--- src/rtl/sentinel_pkg.sv ---
// Sentinel shared types: lock telemetry encodings,
// telemetry classes and the key presenter state set.
package sentinel_pkg;

  localparam logic [7:0] SEG_LOCKED   = 8'hC7;
  localparam logic [7:0] SEG_UNLOCKED = 8'hC1;
  localparam logic [7:0] SEG_OFF      = 8'hFF;
  localparam logic [7:0] GLOW_ON      = 8'hFF;
  localparam logic [7:0] GLOW_OFF     = 8'h00;

  typedef enum logic [1:0] {
    TEL_LOCKED,
    TEL_UNLOCKED,
    TEL_DARK,
    TEL_ILLEGAL
  } tele_e;

  typedef enum logic [2:0] {
    ST_IDLE,
    ST_PRESENT,
    ST_CONFIRM,
    ST_RELEASE,
    ST_BACKOFF,
    ST_SUCCESS,
    ST_DENY,
    ST_FAULT
  } state_e;

  function automatic tele_e classify(
    input logic [7:0] seg,
    input logic [7:0] glow
  );
    tele_e c;
    unique case (1'b1)
      (seg == SEG_LOCKED && glow == GLOW_OFF):
        c = TEL_LOCKED;
      (seg == SEG_UNLOCKED && glow == GLOW_ON):
        c = TEL_UNLOCKED;
      (seg == SEG_OFF && glow == GLOW_OFF):
        c = TEL_DARK;
      default:
        c = TEL_ILLEGAL;
    endcase
    return c;
  endfunction

endpackage

--- src/rtl/sentinel_key_presenter_if.sv ---
// Lock-facing bus: key drive out, 7-seg and
// glow readback in.
interface sentinel_key_presenter_if;

  logic [7:0] key_out;
  logic [7:0] seg_in;
  logic [7:0] glow_in;

  modport master (
    output key_out,
    input  seg_in,
    input  glow_in
  );

  modport slave (
    input  key_out,
    output seg_in,
    output glow_in
  );

endinterface

--- src/rtl/sentinel_status_classifier.sv ---
// Registers the lock readback once and decodes
// it into a telemetry class.
module sentinel_status_classifier
  import sentinel_pkg::*;
(
  input  logic       clk,
  input  logic       rst_n,
  input  logic [7:0] seg_in,
  input  logic [7:0] glow_in,
  output tele_e      cls
);

  logic [7:0] seg_q;
  logic [7:0] glow_q;

  // one sample stage; reset value reads as dark
  always_ff @(posedge clk or negedge rst_n) begin
    if (!rst_n) begin
      seg_q  <= SEG_OFF;
      glow_q <= GLOW_OFF;
    end else begin
      seg_q  <= seg_in;
      glow_q <= glow_in;
    end
  end

  assign cls = classify(seg_q, glow_q);

endmodule

--- src/rtl/sentinel_key_presenter.sv ---
// Sentinel key presenter: drives the key, confirms
// unlock, removes key, confirms relock, retries.
module sentinel_key_presenter
  import sentinel_pkg::*;
#(
  parameter logic [7:0] KEY            = 8'hB6,
  parameter logic [7:0] IDLE_PATTERN   = 8'h00,
  parameter int         RESP_TIMEOUT   = 16,
  parameter int         HOLD_CYCLES    = 4,
  parameter int         BACKOFF_CYCLES = 8,
  parameter int         MAX_ATTEMPTS   = 3
) (
  input  logic       clk,
  input  logic       rst_n,
  input  logic       ena,
  input  logic       start,
  input  logic       clear,
  sentinel_key_presenter_if.master lock,
  output logic       busy,
  output logic       done,
  output logic       granted,
  output logic       denied,
  output logic       fault,
  output logic [3:0] attempts
);

  localparam int TMAX =
    (RESP_TIMEOUT > BACKOFF_CYCLES) ?
    RESP_TIMEOUT : BACKOFF_CYCLES;
  localparam int TW = $clog2(TMAX + 1);
  localparam int HW = $clog2(HOLD_CYCLES + 1);

  localparam logic [TW-1:0] T_RESP =
    TW'(RESP_TIMEOUT - 1);
  localparam logic [TW-1:0] T_BACK =
    TW'(BACKOFF_CYCLES - 1);
  localparam logic [HW-1:0] H_DONE =
    HW'(HOLD_CYCLES);
  localparam logic [3:0] A_MAX =
    4'(MAX_ATTEMPTS);

  state_e        state_q, state_d;
  logic [TW-1:0] timer_q, timer_d;
  logic [HW-1:0] hold_q, hold_d;
  logic [HW-1:0] hold_inc;
  logic [3:0]    att_q, att_d;
  logic          done_q, done_d;
  logic          gr_q, gr_d;
  logic          dn_q, dn_d;
  logic          flt_q, flt_d;
  logic          busy_w;
  tele_e         cls;

  sentinel_status_classifier u_cls (
    .clk     (clk),
    .rst_n   (rst_n),
    .seg_in  (lock.seg_in),
    .glow_in (lock.glow_in),
    .cls     (cls)
  );

  assign busy_w =
    (state_q == ST_PRESENT) ||
    (state_q == ST_CONFIRM) ||
    (state_q == ST_RELEASE) ||
    (state_q == ST_BACKOFF);

  assign hold_inc =
    (hold_q == '1) ? hold_q : hold_q + 1'b1;

  // state, counters and sticky status registers
  always_ff @(posedge clk or negedge rst_n) begin
    if (!rst_n) begin
      state_q <= ST_IDLE;
      timer_q <= '0;
      hold_q  <= '0;
      att_q   <= '0;
      done_q  <= 1'b0;
      gr_q    <= 1'b0;
      dn_q    <= 1'b0;
      flt_q   <= 1'b0;
    end else begin
      state_q <= state_d;
      timer_q <= timer_d;
      hold_q  <= hold_d;
      att_q   <= att_d;
      done_q  <= done_d;
      gr_q    <= gr_d;
      dn_q    <= dn_d;
      flt_q   <= flt_d;
    end
  end

  // next-state; status flags rise with done
  always_comb begin
    state_d = state_q;
    timer_d = timer_q;
    hold_d  = hold_q;
    att_d   = att_q;
    done_d  = 1'b0;
    gr_d    = gr_q;
    dn_d    = dn_q;
    flt_d   = flt_q;
    if (clear) begin
      gr_d  = 1'b0;
      dn_d  = 1'b0;
      flt_d = 1'b0;
    end
    if (busy_w && !ena) begin
      state_d = ST_IDLE;
    end else if (busy_w && cls == TEL_ILLEGAL) begin
      state_d = ST_FAULT;
      flt_d   = 1'b1;
      done_d  = 1'b1;
    end else begin
      unique case (state_q)
        ST_IDLE: begin
          if (start && ena && (!flt_q || clear)) begin
            state_d = ST_PRESENT;
            gr_d    = 1'b0;
            dn_d    = 1'b0;
            att_d   = 4'd1;
            timer_d = '0;
            hold_d  = '0;
          end
        end
        ST_PRESENT: begin
          if (cls == TEL_UNLOCKED) begin
            state_d = ST_CONFIRM;
            hold_d  = HW'(1);
          end else if (timer_q == T_RESP) begin
            state_d = ST_BACKOFF;
            timer_d = '0;
          end else begin
            timer_d = timer_q + 1'b1;
          end
        end
        ST_CONFIRM: begin
          if (cls == TEL_UNLOCKED) begin
            hold_d = hold_inc;
            if (hold_inc >= H_DONE) begin
              state_d = ST_RELEASE;
              timer_d = '0;
            end
          end else begin
            state_d = ST_BACKOFF;
            timer_d = '0;
          end
        end
        ST_RELEASE: begin
          if (cls == TEL_LOCKED) begin
            state_d = ST_SUCCESS;
            gr_d    = 1'b1;
            done_d  = 1'b1;
          end else if (timer_q == T_RESP) begin
            state_d = ST_FAULT;
            flt_d   = 1'b1;
            done_d  = 1'b1;
          end else begin
            timer_d = timer_q + 1'b1;
          end
        end
        ST_BACKOFF: begin
          if (timer_q != T_BACK) begin
            timer_d = timer_q + 1'b1;
          end else if (att_q >= A_MAX) begin
            state_d = ST_DENY;
            dn_d    = 1'b1;
            done_d  = 1'b1;
          end else begin
            state_d = ST_PRESENT;
            att_d   = att_q + 4'd1;
            timer_d = '0;
          end
        end
        ST_SUCCESS,
        ST_DENY: begin
          state_d = ST_IDLE;
        end
        ST_FAULT: begin
          if (clear) begin
            state_d = ST_IDLE;
          end
        end
        default: begin
          state_d = ST_IDLE;
        end
      endcase
    end
  end

  assign lock.key_out =
    (state_q == ST_PRESENT ||
     state_q == ST_CONFIRM) ? KEY : IDLE_PATTERN;

  assign busy     = busy_w;
  assign done     = done_q;
  assign granted  = gr_q;
  assign denied   = dn_q;
  assign fault    = flt_q;
  assign attempts = att_q;

endmodule

--- src/flat_wrapper.sv ---
// flat-port wrapper written by rule: the top's interface ports become plain ports
module sentinel_key_presenter_flat import sentinel_pkg::*;
#(
  parameter logic [7:0] KEY            = 8'hB6,
  parameter logic [7:0] IDLE_PATTERN   = 8'h00,
  parameter int         RESP_TIMEOUT   = 16,
  parameter int         HOLD_CYCLES    = 4,
  parameter int         BACKOFF_CYCLES = 8,
  parameter int         MAX_ATTEMPTS   = 3
)
  (clk, rst_n, ena, start, clear, busy, done, granted, denied, fault, attempts, lock_key_out, lock_seg_in, lock_glow_in);
  sentinel_key_presenter_if lock_i ();
  input  logic clk;
  input  logic rst_n;
  input  logic ena;
  input  logic start;
  input  logic clear;
  output logic busy;
  output logic done;
  output logic granted;
  output logic denied;
  output logic fault;
  output logic [3:0] attempts;
  output wire logic [$bits(lock_i.key_out)-1:0] lock_key_out;
  input wire logic [$bits(lock_i.seg_in)-1:0] lock_seg_in;
  input wire logic [$bits(lock_i.glow_in)-1:0] lock_glow_in;
  assign lock_key_out = lock_i.key_out;
  assign lock_i.seg_in = lock_seg_in;
  assign lock_i.glow_in = lock_glow_in;
  sentinel_key_presenter #(.KEY(KEY), .IDLE_PATTERN(IDLE_PATTERN), .RESP_TIMEOUT(RESP_TIMEOUT), .HOLD_CYCLES(HOLD_CYCLES), .BACKOFF_CYCLES(BACKOFF_CYCLES), .MAX_ATTEMPTS(MAX_ATTEMPTS)) u_core (.clk(clk), .rst_n(rst_n), .ena(ena), .start(start), .clear(clear), .lock(lock_i), .busy(busy), .done(done), .granted(granted), .denied(denied), .fault(fault), .attempts(attempts));
endmodule
--- config.mk ---
export PLATFORM = sky130hd
export DESIGN_NAME = sentinel_key_presenter_flat
export DESIGN_NICKNAME = d
export VERILOG_FILES = /design/src/rtl/sentinel_pkg.sv /design/src/rtl/sentinel_key_presenter_if.sv /design/src/rtl/sentinel_status_classifier.sv /design/src/rtl/sentinel_key_presenter.sv /design/src/flat_wrapper.sv
export SDC_FILE = /design/constraint.sdc
export NUM_CORES = 1
export LEC_CHECK = 0
export CAP_MARGIN = 40
export CORE_MARGIN = 1
export CORE_UTILIZATION = 38
export DETAILED_ROUTE_END_ITERATION = 10
export DONT_BUFFER_PORTS = 1
export GPL_TIMING_DRIVEN = 0
export SYNTH_ARGS = -nofsm -noshare
export SYNTH_HDL_FRONTEND = slang
export SYNTH_SLANG_ARGS = --single-unit
--- constraint.sdc ---
create_clock -name clk -period 2.95 [get_ports clk]
set_input_delay 0.4425 -clock clk [delete_from_list [all_inputs] [get_ports clk]]
set_output_delay 0.4425 -clock clk [all_outputs]
set_load 0.01 [all_outputs]
---- Yosys cells after proc, flatten, opt, wreduce, memory -nomap -nowiden ----
Index checks and enable logic that the tools add are counted.
cells by class
  reductions and logical operators ........ 24
  order comparisons ....................... 2
  $add $sub $neg .......................... 3
  multiplexer cells ....................... 60
  equality and inequality tests ........... 32
  bitwise gates (word level) .............. 2
operators by type and width
  operator               number
  $mux W3                16
  $mux W5                9
  $eq A8 B8 Y1 const B   4
  $pmux W5 S5            1
  $mux W1                23
  $pmux W3 S7            1
  $reduce_and A6 Y1      3
  $eq A3 B3 Y1 const B   5
  $ne A5 B5 Y1 const B   3
  $ne A2 B2 Y1 const B   7
  $mux W4                3
  $pmux W3 S3            1
  $reduce_and A9 Y1      1
  $logic_not A8 Y1       1
  $mux W8                1
  $pmux W4 S2            1
  $logic_and A1 B1 Y1    7
  $eq A3 B2 Y1 const B   2
  $ne A3 B3 Y1 const B   2
  $pmux W1 S2            3
  $pmux W2 S3            1
  $add A5 B1 Y5 const B  1
  $eq A5 B4 Y1 const B   1
  $ne A5 B3 Y1 const B   1
  20 further kinds       25
storage, ports and cells
  register bits ........................... 35
  bits of input ports ..................... 21

---- Depth between registers and ports, before layout ----
  depth in word-level cells ............... 8
  mapped depth ............................ 10

---- By module ----
From an unflattened synthesis, not the netlist that was laid out.
second synthesis, totals
  cells, all modules ...................... 193
  area, all modules ....................... 1,975.6 µm²
modules (own cells, without submodules)
  module                      cells each  times used  area an instance (µm²)
  sentinel_key_presenter      165         1           1,477.7
  sentinel_status_classifier  28          1           498.0

---- Least setup slack after synthesis ----
No wires, ideal clock.
  kind .................................... register -> register
  from .................................... reg u_core.u_cls.seg_q[1]
  to ...................................... reg u_core.timer_q[3]
  data required time ...................... 2,829 ps
  cell stages (with the launch flop) ...... 7
  arrival ................................. 2,048 ps
  period minus slack after synthesis ...... 2,169 ps
  slack ................................... 781 ps
  path through ............................ dfstp_2 -> nor4bb_1 -> nand3_1 -> nor4b_4 -> a211oi_2 -> or4_1 -> a22o_1
between the ends
  cells in the longest elaborated chain, start to end .. 7
RTL lines
  element                                                    RTL line                                                    RTL
  from (decl)                                                sentinel_status_classifier.sv:13                            logic [7:0] seg_q;
  from (signal assigned)                                     sentinel_status_classifier.sv:22                            seg_q <= seg_in;
  $eq A8 B8 Y1 (on tied branches)                            sentinel_pkg.sv:39, sentinel_pkg.sv:35, sentinel_pkg.sv:37
  $logic_and A1 B1 Y1 (on tied branches)                     sentinel_pkg.sv:39, sentinel_pkg.sv:35, sentinel_pkg.sv:37
  $pmux W2 S3 (*)                                            sentinel_pkg.sv:34                                          unique case (1'b1)
  branches (longest 4 deep; another with $reduce_and A9 Y1)  --
  to (signal assigned)                                       sentinel_key_presenter.sv:84                                timer_q <= timer_d;
  to (decl)                                                  sentinel_key_presenter.sv:43                                logic [TW-1:0] timer_q, timer_d;
Mark *: on every way between the ends.
A chain may end at the register's enable or synchronous reset.

---- Final worst setup path ----
  from .................................... reg u_core.state_q[0]
  to ...................................... out lock_key_out[5]
between the ends
  cells in the longest elaborated chain, start to end .. 3
RTL lines
  element                                              RTL line                                                      RTL
  from (decl)                                          sentinel_key_presenter.sv:42                                  state_e state_q, state_d;
  from (signal assigned)                               sentinel_key_presenter.sv:83                                  state_q <= state_d;
  $eq A3 B1 Y1 / $eq A3 B2 Y1 (equally long branches)  sentinel_key_presenter.sv:193, sentinel_key_presenter.sv:194
  $logic_or A1 B1 Y1 (*)                               sentinel_key_presenter.sv:193                                 (state_q == ST_PRESENT ||
  $mux W8 (*)                                          sentinel_key_presenter.sv:194                                 state_q == ST_CONFIRM) ? KEY : IDLE_PATTERN;
  to (decl)                                            flat_wrapper.sv:24                                            output wire logic [$bits(lock_i.key_out)-1:0] lock_key_out;
Mark *: on every way between the ends. The rest lies on a longest branch, timed or not.

==> results by group <==
Layout
  – Number of fill cells in the layout: 446
  – Fin area: 0.00206 mm²
  – Post-Layout Cell Count: 246
  – Fin util: 0.458
  – Area taken by multi-input logic gates: 872 µm²
  – Fin nets: 219
  – Inserted Diodes: 0
  – Layout cells sized above 1: 0.170
  – Area occupied by registers: 886 µm²
  – Layout Area Growth over Synthesis: 11.7%

Power
  – Clk pwr share: 0.211
  – Pwr/cell area: 1000 mW/mm²
  – Maximum vdd drop: 438 µV
  – Switching Share: 0.409
  – Internal power: 1.22 mW
  – Combinational share of power: 0.449
  – Static leakage: 0.852 nW
  – P_sw: 0.845 mW
  – Sequential power share: 0.340

Timing
  – RSZ-0062 raised after global routing: false
  – Fin. Hold Viols: 0
  – Final Cycle Share: 0.851
  – Setup TNS: 0 ps
  – Slew Limit Fails: 0
  – Final Setup Violations: 0
  – Slew HR: 0.489
  – FMAX: 0.398 GHz
  – Tightest Pin Transition: 767 ps
  – Final Skew: 9.61 ps
  – Worst setup margin: 440 ps
  – Period minus WS final: 2510 ps

Synth
  – Synth top area cells: dfrtp_1, dfstp_2, ha_1
  – Syn avg cell area: 10.2 µm²
  – Post-synth EDFFs: 0
  – Synth Cell Area: 0.00184 mm²
  – Most common cell in the synthesized netlist: dfrtp_1
  – Cell taking the most area after synthesis: dfrtp_1
  – Seq/Total Area, Yosys: 0.480
  – Post-synth top flop: dfrtp_1
  – Seq cells post-synth: 35
  – Post-synthesis cell count: 181
  – Synth warn: 0
  – Synth top cells by count: dfrtp_1, nand2_1, nand3_1, nor2_1
  – FFs w/ async S/R, synth: 1.00
  – Yosys top cell area share: 0.366
  – Post-synth cell types: 50

Clock tree
  – H-tree Lvls: 2
  – # resized after CTS: 0
  – Clk_lat worst skew: 300 ps
  – Total CTS buffers: 5
  – CTS root buffer: clkbuf_8
  – CTS Sinks: 35
  – Clk pin slew, worst setup/hold paths: 80 ps
  – CTS tree: built
  – Clock tree buffer depth: 2

Routing
  – Routed Antenna Nets: 0
  – Via count: 1463
  – Vias per cell: 5.95
  – DR iter-0 viols: 93
  – Avg WL per Cell: 16.4 µm
  – Residual DRC count: 0
  – DR pass1 iterations: 4
  – DRT Wirelength: 4040 µm

GRT
  – GR Overflow Total: 0
  – First-pass GRT wire length: 6600 µm
  – Overall routing resource usage: 0.172
  – Largest net degree at the start of global routing: 36
  – Number of global-route vias before repair: 1372
  – Initial antenna violation count: 0

Worst setup path
  – Worst Setup Start Kind: flop
  – CP required: 2510 ps
  – WP buf/inv: 2
  – Top delay family on crit path: buffers and inverters
  – Setup crit end kind: output port
  – CP arrival: 2070 ps
  – CP max stage cell: a21oi_1
  – Max FO, Critical Path: 10
  – CP Class: flop to output port
  – Largest stage delay on the critical path: 630 ps
  – CP cell instances: clkbuf_1 -> nand2b_1 -> a21oi_1 -> buf_4

Floorplan
  – Die width: 71.7 µm
  – # rows: 24
  – Starting Density: 0.409
  – Core Area: 0.00450 mm²
  – DIE HEIGHT: 71.7 µm
  – I/O pin count: 38
  – Die area: 0.00514 mm²

Run
  – Max-cap violations: 0

Placed design
  – I/O Buffers: 0
  – Pre-CTS WS: 506 ps
  – Routability cong.: 0.834
  – Cells after DPL: 236
  – Placed cell areas: 0.00192 mm²
  – DP Wirelength: 3010 µm

Run status
  – Status: complete, no violations

Min path
  – Hold/Removal Path Class: input pin to flop
state kept, by name, summed over array words and instances (netlist names):
register and count:
u_core.attempts 4, u_core.denied 1, u_core.done 1, u_core.fault 1
u_core.granted 1, u_core.hold_q 3, u_core.state_q 3, u_core.timer_q 5
u_core.u_cls.glow_q 8, u_core.u_cls.seg_q 8
power groups by stage:
stage | Sequential (mW) | Combinational [mW] | Clock (mW)
CTS | 0.702 | 0.925 | 0.442
global route | 0.717 | 1.04 | 0.464
finish | 0.701 | 0.926 | 0.436
global placement | 0.705 | 0.895 | 0
detailed placement | 0.711 | 0.907 | 0
floorplan | 0.688 | 0.721 | 0
layout by cell type (no fill, tap or decap), drive strengths merged, types with 6 or more instances in the layout:
master | synthesis | routed
dfstp | 8 | 8
nor2 | 11 | 11
nand2b | 6 | 6
buf | 7 | 9
nand2 | 13 | 13
inv | 8 | 8
a31oi | 7 | 7
a21oi | 8 | 8
o21ai | 10 | 10
nand3 | 10 | 10
clkbuf | 3 | 9
dfrtp | 27 | 27
final timing paths:
kind | from | endpoint | slack [ps] | cells after the start
worst max-delay path | u_core.state_q[0]$_DFFE_PN0P_ | lock_key_out[5] | 440 | 4
worst min-delay path | lock_seg_in[4] | u_core.u_cls.seg_q[4]$_DFF_PN1_ | 140 | 0
worst max register to register | u_core.attempts[0]$_DFFE_PN0P_ | u_core.timer_q[4]$_DFFE_PN0P_ | 510 | 6
worst min register to register | u_core.hold_q[2]$_DFFE_PN0P_ | u_core.hold_q[2]$_DFFE_PN0P_ | 550 | 1
max in group asynchronous | rst_n | u_core.u_cls.seg_q[2]$_DFF_PN1_ | 2100 | 2
min in group asynchronous | rst_n | u_core.state_q[2]$_DFFE_PN0P_ | 580 | 2
metrics by stage:
stage / power [mW] / hold WS (ps)
after floorplan: 1.41 / 147
after global placement: 1.60 / 148
after detailed placement: 1.62 / 148
after CTS: 2.07 / 135
after global routing: 2.22 / 124
final: 2.06 / 140
area by class of cell:
cell class                      instances  share of cell area
Sequential cell                        35               0.430
Buffer                                 10              0.0310
Timing Repair Buffer                    3              0.0164
Clock inverter                          2              0.0182
Tap cell                               52              0.0316
Inverter                                8              0.0146
Multi-Input combinational cell        130               0.423
Clock buffer                            6              0.0352
worst reg2reg max path, stage by stage (launching register included):
cell and delay (ps):
dfrtp_1 460, ha_1 270, o31ai_1 520, or2_1 200, o21ai_1 140, nor3_2 380, mux2_1 370
timing repair:
| item | 4_1_cts | 5_1_grt |
|---|---|---|
| hold buffers | 2 | 0 |
| endpoints found under the hold margin | 35 | 0 |
| endpoints found under the setup margin | 0 | 0 |
| buffers inserted | 0 | 0 |
cell families (layout without fill, tap and decap cells):
family          Yosys count  count (layout)  share of synthesized area
xor+xnor                  1               1                    0.00475
mux                       5               5                     0.0305
buf+inv                  18              29                     0.0509
flops                    35              35                      0.480
fa+ha+maj                 5               5                     0.0339
compound gates           47              47                      0.172
other cells               1               3                    0.00203
simple gates             69              69                      0.226
layer usage:
metal | share of wire | vias to the layer above | global-route usage | wire [µm]
met5 | 0 | - | 0 | 0
met2 | 0.47 | 54 | 0.270 | 1880
li1 | - | 677 | - | -
met1 | 0.45 | 724 | 0.228 | 1820
met4 | 0.017 | 0 | 0.0719 | 68
met3 | 0.067 | 8 | 0.0436 | 269
Note: power is estimated with default switching activity, not from simulation.
